[src/rtl/udp_oe_tx_hdr_gen.sv]
// UDP offload engine TX header generator: latches addressing and length, sums the
// IPv4 header checksum one word per cycle, then streams the 42-byte header as 64-bit beats.
//
// State | meaning
// IDLE  | waiting for a header request, req_ready high
// CSUM  | adding the ten IPv4 header words into the accumulator
// FOLD  | folding carries, registering the checksum, loading beat 0
// EMIT  | streaming six header beats under valid/ready
module udp_oe_tx_hdr_gen #(
    parameter int          MAX_PAYLOAD = 1472,
    parameter logic [7:0]  IP_TTL      = 8'h40,
    parameter logic [15:0] ID_INIT     = 16'h0000
) (
    input  logic        clk,
    input  logic        reset_n,
    input  logic        soft_rst,
    input  logic [47:0] cfg_fpga_mac,
    input  logic [31:0] cfg_fpga_ip,
    input  logic [15:0] cfg_fpga_port,
    input  logic [47:0] cfg_host_mac,
    input  logic [31:0] cfg_host_ip,
    input  logic [15:0] cfg_host_port,
    input  logic        req_valid,
    output logic        req_ready,
    input  logic [15:0] req_len,
    output logic        hdr_valid,
    input  logic        hdr_ready,
    output logic [63:0] hdr_data,
    output logic [7:0]  hdr_keep,
    output logic        hdr_last,
    output logic        hdr_err,
    output logic [15:0] last_checksum_ip
);
    localparam logic [15:0] MAX_LEN = 16'(MAX_PAYLOAD);

    typedef enum logic [1:0] {IDLE, CSUM, FOLD, EMIT} state_t;

    state_t      state;
    logic [47:0] host_mac_q, fpga_mac_q;
    logic [31:0] host_ip_q, fpga_ip_q;
    logic [15:0] host_port_q, fpga_port_q, len_q, id_q;
    logic [19:0] acc;
    logic [3:0]  cnt;
    logic [2:0]  beat;

    logic [15:0]  total_len, udp_len, word, csum_new;
    logic [16:0]  fold1, fold2;
    logic [383:0] hdr_be;

    assign req_ready = reset_n && (state == IDLE) && !soft_rst;
    assign total_len = len_q + 16'd28;
    assign udp_len   = len_q + 16'd8;

    always_comb begin
        word = 16'h0000;
        case (cnt)
            4'd0: word = 16'h4500;
            4'd1: word = total_len;
            4'd2: word = id_q;
            4'd3: word = 16'h4000;
            4'd4: word = {IP_TTL, 8'h11};
            4'd5: word = 16'h0000;
            4'd6: word = fpga_ip_q[31:16];
            4'd7: word = fpga_ip_q[15:0];
            4'd8: word = host_ip_q[31:16];
            4'd9: word = host_ip_q[15:0];
            default: word = 16'h0000;
        endcase
    end

    // Ten 16-bit words cannot exceed 20 bits, so two folds always settle the carry.
    assign fold1    = {1'b0, acc[15:0]} + {13'd0, acc[19:16]};
    assign fold2    = {1'b0, fold1[15:0]} + {16'd0, fold1[16]};
    assign csum_new = ~fold2[15:0];

    // Wire-order header, byte 0 in the top bits; padded with zeros to six full beats.
    assign hdr_be = {host_mac_q, fpga_mac_q, 16'h0800, 16'h4500, total_len, id_q,
                     16'h4000, IP_TTL, 8'h11, last_checksum_ip, fpga_ip_q, host_ip_q,
                     fpga_port_q, host_port_q, udp_len, 16'h0000, 48'd0};

    function automatic logic [63:0] beat_of(input logic [383:0] v, input logic [2:0] b);
        logic [63:0] d;
        d = '0;
        for (int k = 0; k < 8; k++)
            d[8*k +: 8] = v[383 - 8*(8*int'(b) + k) -: 8];
        return d;
    endfunction

    always_ff @(posedge clk or negedge reset_n) begin
        if (!reset_n) begin
            state <= IDLE; hdr_valid <= 1'b0; hdr_last <= 1'b0; hdr_keep <= '0;
            hdr_data <= '0; hdr_err <= 1'b0; last_checksum_ip <= '0; id_q <= ID_INIT;
            acc <= '0; cnt <= '0; beat <= '0; len_q <= '0;
            host_mac_q <= '0; fpga_mac_q <= '0; host_ip_q <= '0; fpga_ip_q <= '0;
            host_port_q <= '0; fpga_port_q <= '0;
        end else if (soft_rst) begin
            state <= IDLE; hdr_valid <= 1'b0; hdr_last <= 1'b0; hdr_keep <= '0;
            hdr_data <= '0; hdr_err <= 1'b0; last_checksum_ip <= '0; id_q <= ID_INIT;
            acc <= '0; cnt <= '0; beat <= '0;
        end else begin
            hdr_err <= 1'b0;
            case (state)
                IDLE: if (req_valid) begin
                    host_mac_q <= cfg_host_mac; fpga_mac_q <= cfg_fpga_mac;
                    host_ip_q <= cfg_host_ip; fpga_ip_q <= cfg_fpga_ip;
                    host_port_q <= cfg_host_port; fpga_port_q <= cfg_fpga_port;
                    len_q <= req_len; acc <= '0; cnt <= '0;
                    if (req_len > MAX_LEN) hdr_err <= 1'b1;
                    else state <= CSUM;
                end
                CSUM: begin
                    acc <= acc + {4'd0, word};
                    cnt <= cnt + 4'd1;
                    if (cnt == 4'd9) state <= FOLD;
                end
                FOLD: begin
                    last_checksum_ip <= csum_new;
                    hdr_data <= beat_of(hdr_be, 3'd0);
                    hdr_keep <= 8'hFF; hdr_last <= 1'b0; hdr_valid <= 1'b1;
                    beat <= 3'd0; state <= EMIT;
                end
                EMIT: if (hdr_ready) begin
                    if (beat == 3'd5) begin
                        hdr_valid <= 1'b0; hdr_last <= 1'b0; hdr_keep <= '0; hdr_data <= '0;
                        id_q <= id_q + 16'd1; state <= IDLE;
                    end else begin
                        beat <= beat + 3'd1;
                        hdr_data <= beat_of(hdr_be, beat + 3'd1);
                        hdr_keep <= (beat == 3'd4) ? 8'h03 : 8'hFF;
                        hdr_last <= (beat == 3'd4);
                    end
                end
                default: state <= IDLE;
            endcase
        end
    end
endmodule

[config.mk]
export PLATFORM = sky130hd
export DESIGN_NAME = udp_oe_tx_hdr_gen
export DESIGN_NICKNAME = d
export VERILOG_FILES = /design/src/rtl/udp_oe_tx_hdr_gen.sv
export SDC_FILE = /design/constraint.sdc
export NUM_CORES = 1
export LEC_CHECK = 0
export CAP_MARGIN = 20
export CORE_ASPECT_RATIO = 0.5
export CORE_UTILIZATION = 38
export DETAILED_ROUTE_END_ITERATION = 10
export PLACE_DENSITY = 0.59
export SYNTH_ARGS = -nofsm -noshare
export SYNTH_HDL_FRONTEND = slang
export SYNTH_SLANG_ARGS = --single-unit
[constraint.sdc]
create_clock -name clk -period 8.8 [get_ports clk]
set_clock_uncertainty 0.1 [all_clocks]
set_input_delay 1.76 -clock clk [delete_from_list [all_inputs] [get_ports clk]]
set_output_delay 1.76 -clock clk [all_outputs]
set_load 0.05 [all_outputs]
==> results of run 1 <==
[synthesized netlist by cell type, types with 9 or more instances]
cell type | count | area [um2]
nor2b_1 | 11 | 68.8
a21o_1 | 11 | 82.6
a22o_1 | 11 | 96.3
a22oi_1 | 23 | 173
mux2_2 | 211 | 2380
o21ai_0 | 151 | 756
xnor2_1 | 28 | 245
inv_1 | 25 | 93.8
mux2i_1 | 26 | 260
ha_1 | 39 | 488
nor3_1 | 17 | 85.1
nand4_1 | 11 | 68.8
dfrtp_1 | 338 | 8460
o22ai_1 | 39 | 244
a31oi_1 | 10 | 62.6
nand2_1 | 124 | 465
o31ai_1 | 9 | 67.6
a211oi_1 | 23 | 173
xor2_1 | 30 | 263
nand3_1 | 34 | 170
nand2b_1 | 9 | 56.3
and3_1 | 14 | 87.6
or3_1 | 14 | 87.6
o211ai_1 | 33 | 248
a21oi_1 | 109 | 546
a21boi_0 | 23 | 173
a222oi_1 | 12 | 120
clkbuf_1 | 96 | 360
nor2_1 | 104 | 390
[worst max path at each step]
stage                     startpoint         to  slack [ps]  cells past startpoint
after floorplan             soft_rst  req_ready        4080                      4
after global placement      soft_rst  req_ready        2960                      5
after detailed placement    soft_rst  req_ready        2990                      5
after CTS                   soft_rst  req_ready        3000                      5
after global routing        soft_rst  req_ready        2920                      5
final                       soft_rst  req_ready        2960                      5
[metal layers]
layer | routed length [um] | vias to the layer above | share of wire, %
li1 | - | 6864 | -
met1 | 27700 | 7620 | 43
met2 | 29900 | 507 | 46
met3 | 5490 | 71 | 8.5
met4 | 1130 | 2 | 1.8
met5 | 137 | - | 0.21
[flip-flops by register name, indices dropped and copies added, names as in the netlist, 2 cells and up]
name,count
host_ip_q,32
fpga_ip_q,32
hdr_keep,2
last_checksum_ip,16
id_q,16
host_mac_q,48
fpga_port_q,16
fpga_mac_q,48
beat,3
cnt,4
acc,20
len_q,16
state,2
hdr_data,64
host_port_q,16
[stage by stage]
stage               instances  utilization, %  setup slack [ps]
floorplan                1735               -              4080
global placement         2578            46.1              2960
detailed placement       2578            46.1              2990
CTS                      2634            48.6              3000
global route             2645            48.7              2920
finish                   2645            48.7              2960
[critical path, stage by stage]
cell	delay [ps]
buf_2	110
buf_4	280
inv_1	730
and3_1	280
clkdlybuf4s50_1	810
[power by group through the flow]
stage	sequential [uW]	clock [uW]	combinational (uW)
after global routing	2790	1690	2800
final	2730	1600	2630
after detailed placement	2740	0	2600
after floorplan	2840	0	1460
after CTS	2720	1630	2610
after global placement	2740	0	2570
[cells by family after synthesis]
group                    after synthesis  synth area share [%]
flip-flops                           338                  46.9
buffers and inverters                153                  3.68
AND/OR/NAND/NOR                      380                  10.0
multiplexers                         239                  14.8
XOR/XNOR                              58                  2.82
AO/OA/AOI/OAI                        526                  18.9
adder cells (fa/ha/maj)               41                  2.93
[final cells by class]
type	count	area, um2	share of cell area, %
Antenna cell	10	25.0	0.110
Clock buffer	45	993	4.36
Clock inverter	11	209	0.917
Inverter	26	97.6	0.428
Multi-Input combinational cell	1244	8950	39.3
Sequential cell	338	8460	37.1
Tap cell	638	798	3.50
Timing Repair Buffer	333	3260	14.3
==> flow_summary.toml, run 1 <==
[sta]
setup_viol = 0
slew_headroom_pct = 33.8
clock.fmax_mhz = 171
rsz0062_at_grt = "no"
period_share_pct = 66.3
finalMaxSlewViolations = 0
finalSetupTns_ps = 0
worst_slew_pin_slew_ps = 993
min_period_ps = 5840
final_hold_viol_count = 0
whs_ps = 369

[clocking]
cts_setup_buffers = 0
hold_buffers = 0
ctsResizeCount = 0
clk_pin_slew_ps = 70
cts.path.max_buffers = 3
cts-root-buf = "clkbuf_16"
cts_buffers = 34
cts-htree-levels = 2
cts_tree = "done"
insertion_delay_ps = 540
cts.sinks = 338

[floorplanning]
fp.dieArea_um2 = 48400
num_rows = 56
io_pins = 305
die_x_um = 310
initial_core_util_pct = 38.5
die_h_um = 156
coreArea_um2 = 46800

[route]
drtPass1Iterations = 8
via_count = 15064
wirelength_mm = 64.4
drt_iter0_drc = 1608
vias_per_cell = 5.70
wl_per_cell_um = 24.3
drc = 0
ant_nets = 0

[power]
vdd_drop_max_v = 0.000151
sw_frac_of_total_pct = 39.4
power_frac_seq_pct = 39.2
power_uw = 6960
pwr-share-clk_pct = 23.0
pwr_density_cell_nw_per_um2 = 305
comb_power_share_pct = 37.8
p_sw_uw = 2740
p_int_uw = 4220
p_leak_uw = 0.00916

[run_status]
status = "completed"

[synth]
ys_types = 81
ys_ff_latch = 338
yosysWarningCount = 0
ys_seq_area_share_pct = 46.9
syn_area_per_cell_um2 = 10.4
syn_area_um2 = 18000
synthCells = 1735
synth-edff-count = 0
async_flop_share_pct = 100
syn-num-nets = 1989
synth_flop_cell = "dfrtp_1"

[critical_path]
critPathArrivalTime_ps = 3980
path_class = "in2out"
crit_path_start_kind = "primary input"
reg2reg_slack_ps = 4010
reg2reg_from = "cnt[0]"
worstSetupEndpointType = "output pin"
r2r-end = "acc[18]"
crit_path_max_fanout = 43
reg2regPathDepth = 15
cp.required_ps = 6940

[grt]
grt-ovfl-total = 0
met1_usage_pct = 35.9
grt_use_total_pct = 26.3
top_usage_layer = "met2"
antenna_found_initial = 9
grt_first_pass_wirelength_mm = 94.1
grt.met2_usage_pct = 40.7
gr-usage-met3_pct = 7.50
grt_max_degree = 96
grt_pass1_vias = 14337

[flow_run]
maxCapViolations = 0

[finish]
area_growth_pct = 26.4
final_cell_mix = "337 x dfrtp_1, 302 x clkdlybuf4s50_1, 211 x mux2_2"
fillers = 4410
drive_gt1_share_pct = 16.5
mostFrequentLayoutCell = "dfrtp_1"
layout.nets = 2231
fin_area_um2 = 22800

[placed_design]
gp_congestion = 0.934
dpl_cell_area_um2 = 21600
dp_hpwl_mm = 47.4
portBuffers = 304

[hold_path]
worstHoldEndpoint = "hdr_data[61]"
hold_start = "hdr_data[61]"
worstHoldPathCells = 2
hold_path.class = "reg2reg"
No activity file was read; power rests on OpenSTA's default activity.
==> inputs of run 2 (changes only) <==
--- a/config.mk
+++ b/config.mk
@@ -9,7 +9,7 @@
 export CORE_ASPECT_RATIO = 0.5
 export CORE_UTILIZATION = 38
 export DETAILED_ROUTE_END_ITERATION = 10
-export PLACE_DENSITY = 0.59
+export PLACE_DENSITY = 0.62
 export SYNTH_ARGS = -nofsm -noshare
 export SYNTH_HDL_FRONTEND = slang
 export SYNTH_SLANG_ARGS = --single-unit
==> constraint.sdc (replaced) <==
create_clock -name clk -period 5.1 [get_ports clk]
set_clock_uncertainty 0.1 [all_clocks]
set_input_delay 1.02 -clock clk [delete_from_list [all_inputs] [get_ports clk]]
set_output_delay 1.02 -clock clk [all_outputs]
set_load 0.05 [all_outputs]
==> run 2 against run 1 <==
Combinational power rose by 73%. Hold slack got worse by 57 ps. Register-to-register slack got worse by 3400 ps.
==> flow_summary.toml, run 2 (synthesized netlist as in run 1, its figures left out) <==
[grt]
grt_first_pass_wirelength_mm = 98.4
antenna_found_initial = 9
grt_pass1_vias = 14832
grt-ovfl-total = 0
grt_use_total_pct = 27.4
grt_max_degree = 160

[power]
pwr-share-clk_pct = 21.1
p_int_uw = 7040
sw_frac_of_total_pct = 40.6
p_leak_uw = 0.00913
power_frac_seq_pct = 40.4
pwr_density_cell_nw_per_um2 = 522
comb_power_share_pct = 38.5
vdd_drop_max_v = 0.000217
p_sw_uw = 4810

[flow_run]
maxCapViolations = 0

[route]
ant_nets = 0
drt_iter0_drc = 1724
wl_per_cell_um = 25.1
drc = 0
via_count = 15179
wirelength_mm = 66.5
drtPass1Iterations = 9
vias_per_cell = 5.74

[placed_design]
portBuffers = 304
dpl_cell_area_um2 = 21600
gp_congestion = 0.995
dp_hpwl_mm = 49.6
dpl.cell_count = 2582
dpl_worst_slack_ps = 769

[clocking]
cts.path.max_buffers = 3
insertion_delay_ps = 550
ctsResizeCount = 0
cts_setup_buffers = 0
cts-htree-levels = 2
cts_buffers = 34
hold_buffers = 0
clk_pin_slew_ps = 70
cts-root-buf = "clkbuf_16"
cts.sinks = 338
cts_tree = "done"

[finish]
fillers = 4349
layout.nets = 2234
final_cell_mix = "337 x dfrtp_1, 302 x clkdlybuf4s50_1, 211 x mux2_2"
fin_cells = 2643
fin_area_um2 = 22700
largest-register = "hdr_data"
reg_top3 = "hdr_data x64, fpga_mac_q x48, host_mac_q x48"
drive_gt1_share_pct = 16.5
area_growth_pct = 25.9
mostFrequentLayoutCell = "dfrtp_1"
largest_reg_flops = 64

[sta]
finalSetupTns_ps = 0
finalMaxSlewViolations = 0
worst_slew_pin_slew_ps = 1150
fin_ws_ps = 625
slew_headroom_pct = 23.2
setup_viol = 0
clock.fmax_mhz = 223
rsz0062_at_grt = "no"
min_period_ps = 4470
period_share_pct = 87.7
final_hold_viol_count = 0

[critical_path]
worstSetupEndpointType = "register"
path_class = "reg2reg"
cp.required_ps = 5420
crit_path_max_fanout = 16
crit_path_start_kind = "register"
critPathArrivalTime_ps = 4790

[floorplanning]
coreArea_um2 = 46800
die_h_um = 156
die_x_um = 310
io_pins = 305
fp.dieArea_um2 = 48400
initial_core_util_pct = 38.5
num_rows = 56

[run_status]
status = "completed"

[hold_path]
hold_path.class = "in2async"
## run 2: power by group through the flow
| stage | Combinational [uW] | Sequential (uW) | Clock, uW |
|---|---|---|---|
| detailed placement | 4510 | 4800 | 0 |
| global route | 4870 | 4890 | 2650 |
| finish | 4560 | 4790 | 2500 |
| floorplan | 2520 | 4910 | 0 |
| CTS | 4520 | 4760 | 2540 |
| global placement | 4460 | 4810 | 0 |
## run 2: through the flow
stage / hold WS, ps / power [uW] / utilization (%)
finish: 312 / 11800 / 48.5
global route: 333 / 12400 / 48.5
CTS: 310 / 11800 / 48.5
detailed placement: 368 / 9310 / 46.2
global placement: 361 / 9270 / 46.2
floorplan: 371 / 7420 / -
## run 2: final cells by class
| class | count | area [um2] | share of cell area [%] |
|---|---|---|---|
| Timing Repair Buffer | 336 | 3320 | 14.6 |
| Tap cell | 638 | 798 | 3.52 |
| Clock inverter | 9 | 71.3 | 0.314 |
| Antenna cell | 5 | 12.5 | 0.0551 |
| Inverter | 26 | 97.6 | 0.430 |
| Clock buffer | 47 | 1000 | 4.41 |
| Sequential cell | 338 | 8460 | 37.3 |
| Multi-Input combinational cell | 1244 | 8940 | 39.4 |
## run 2: layer usage
metal  vias up  track usage, %  routed length (um)
met4         4            6.78                1380
met1      7690            37.6               29000
met2       500            42.4               30600
met3        96            8.04                5530
li1       6889               -                   -
met5         -               0                  23
## run 2: final timing paths
path | start | slack (ps) | to | cells after the start
min reg2reg | hdr_data[12] | 380 | hdr_data[12] | 2
max in group asynchronous | reset_n | 2430 | fpga_port_q[11] | 3
min in group clk | hdr_data[12] | 380 | hdr_data[12] | 2
min | reset_n | 310 | last_checksum_ip[8] | 1
max | cnt[0] | 630 | acc[18] | 15
max reg2reg | cnt[0] | 630 | acc[18] | 15
## run 2: worst max-delay path: stages, from the launching register on
cell and delay [ps]:
dfrtp_1 430, inv_1 100, ha_1 210, and3b_1 440
a222oi_1 780, o211ai_1 180, ha_1 250, inv_1 70
fa_1 180, nor2b_1 60, o21a_1 170, o21ai_0 370
a211oi_1 170, o31ai_1 490, nor4_1 110, a211o_1 230
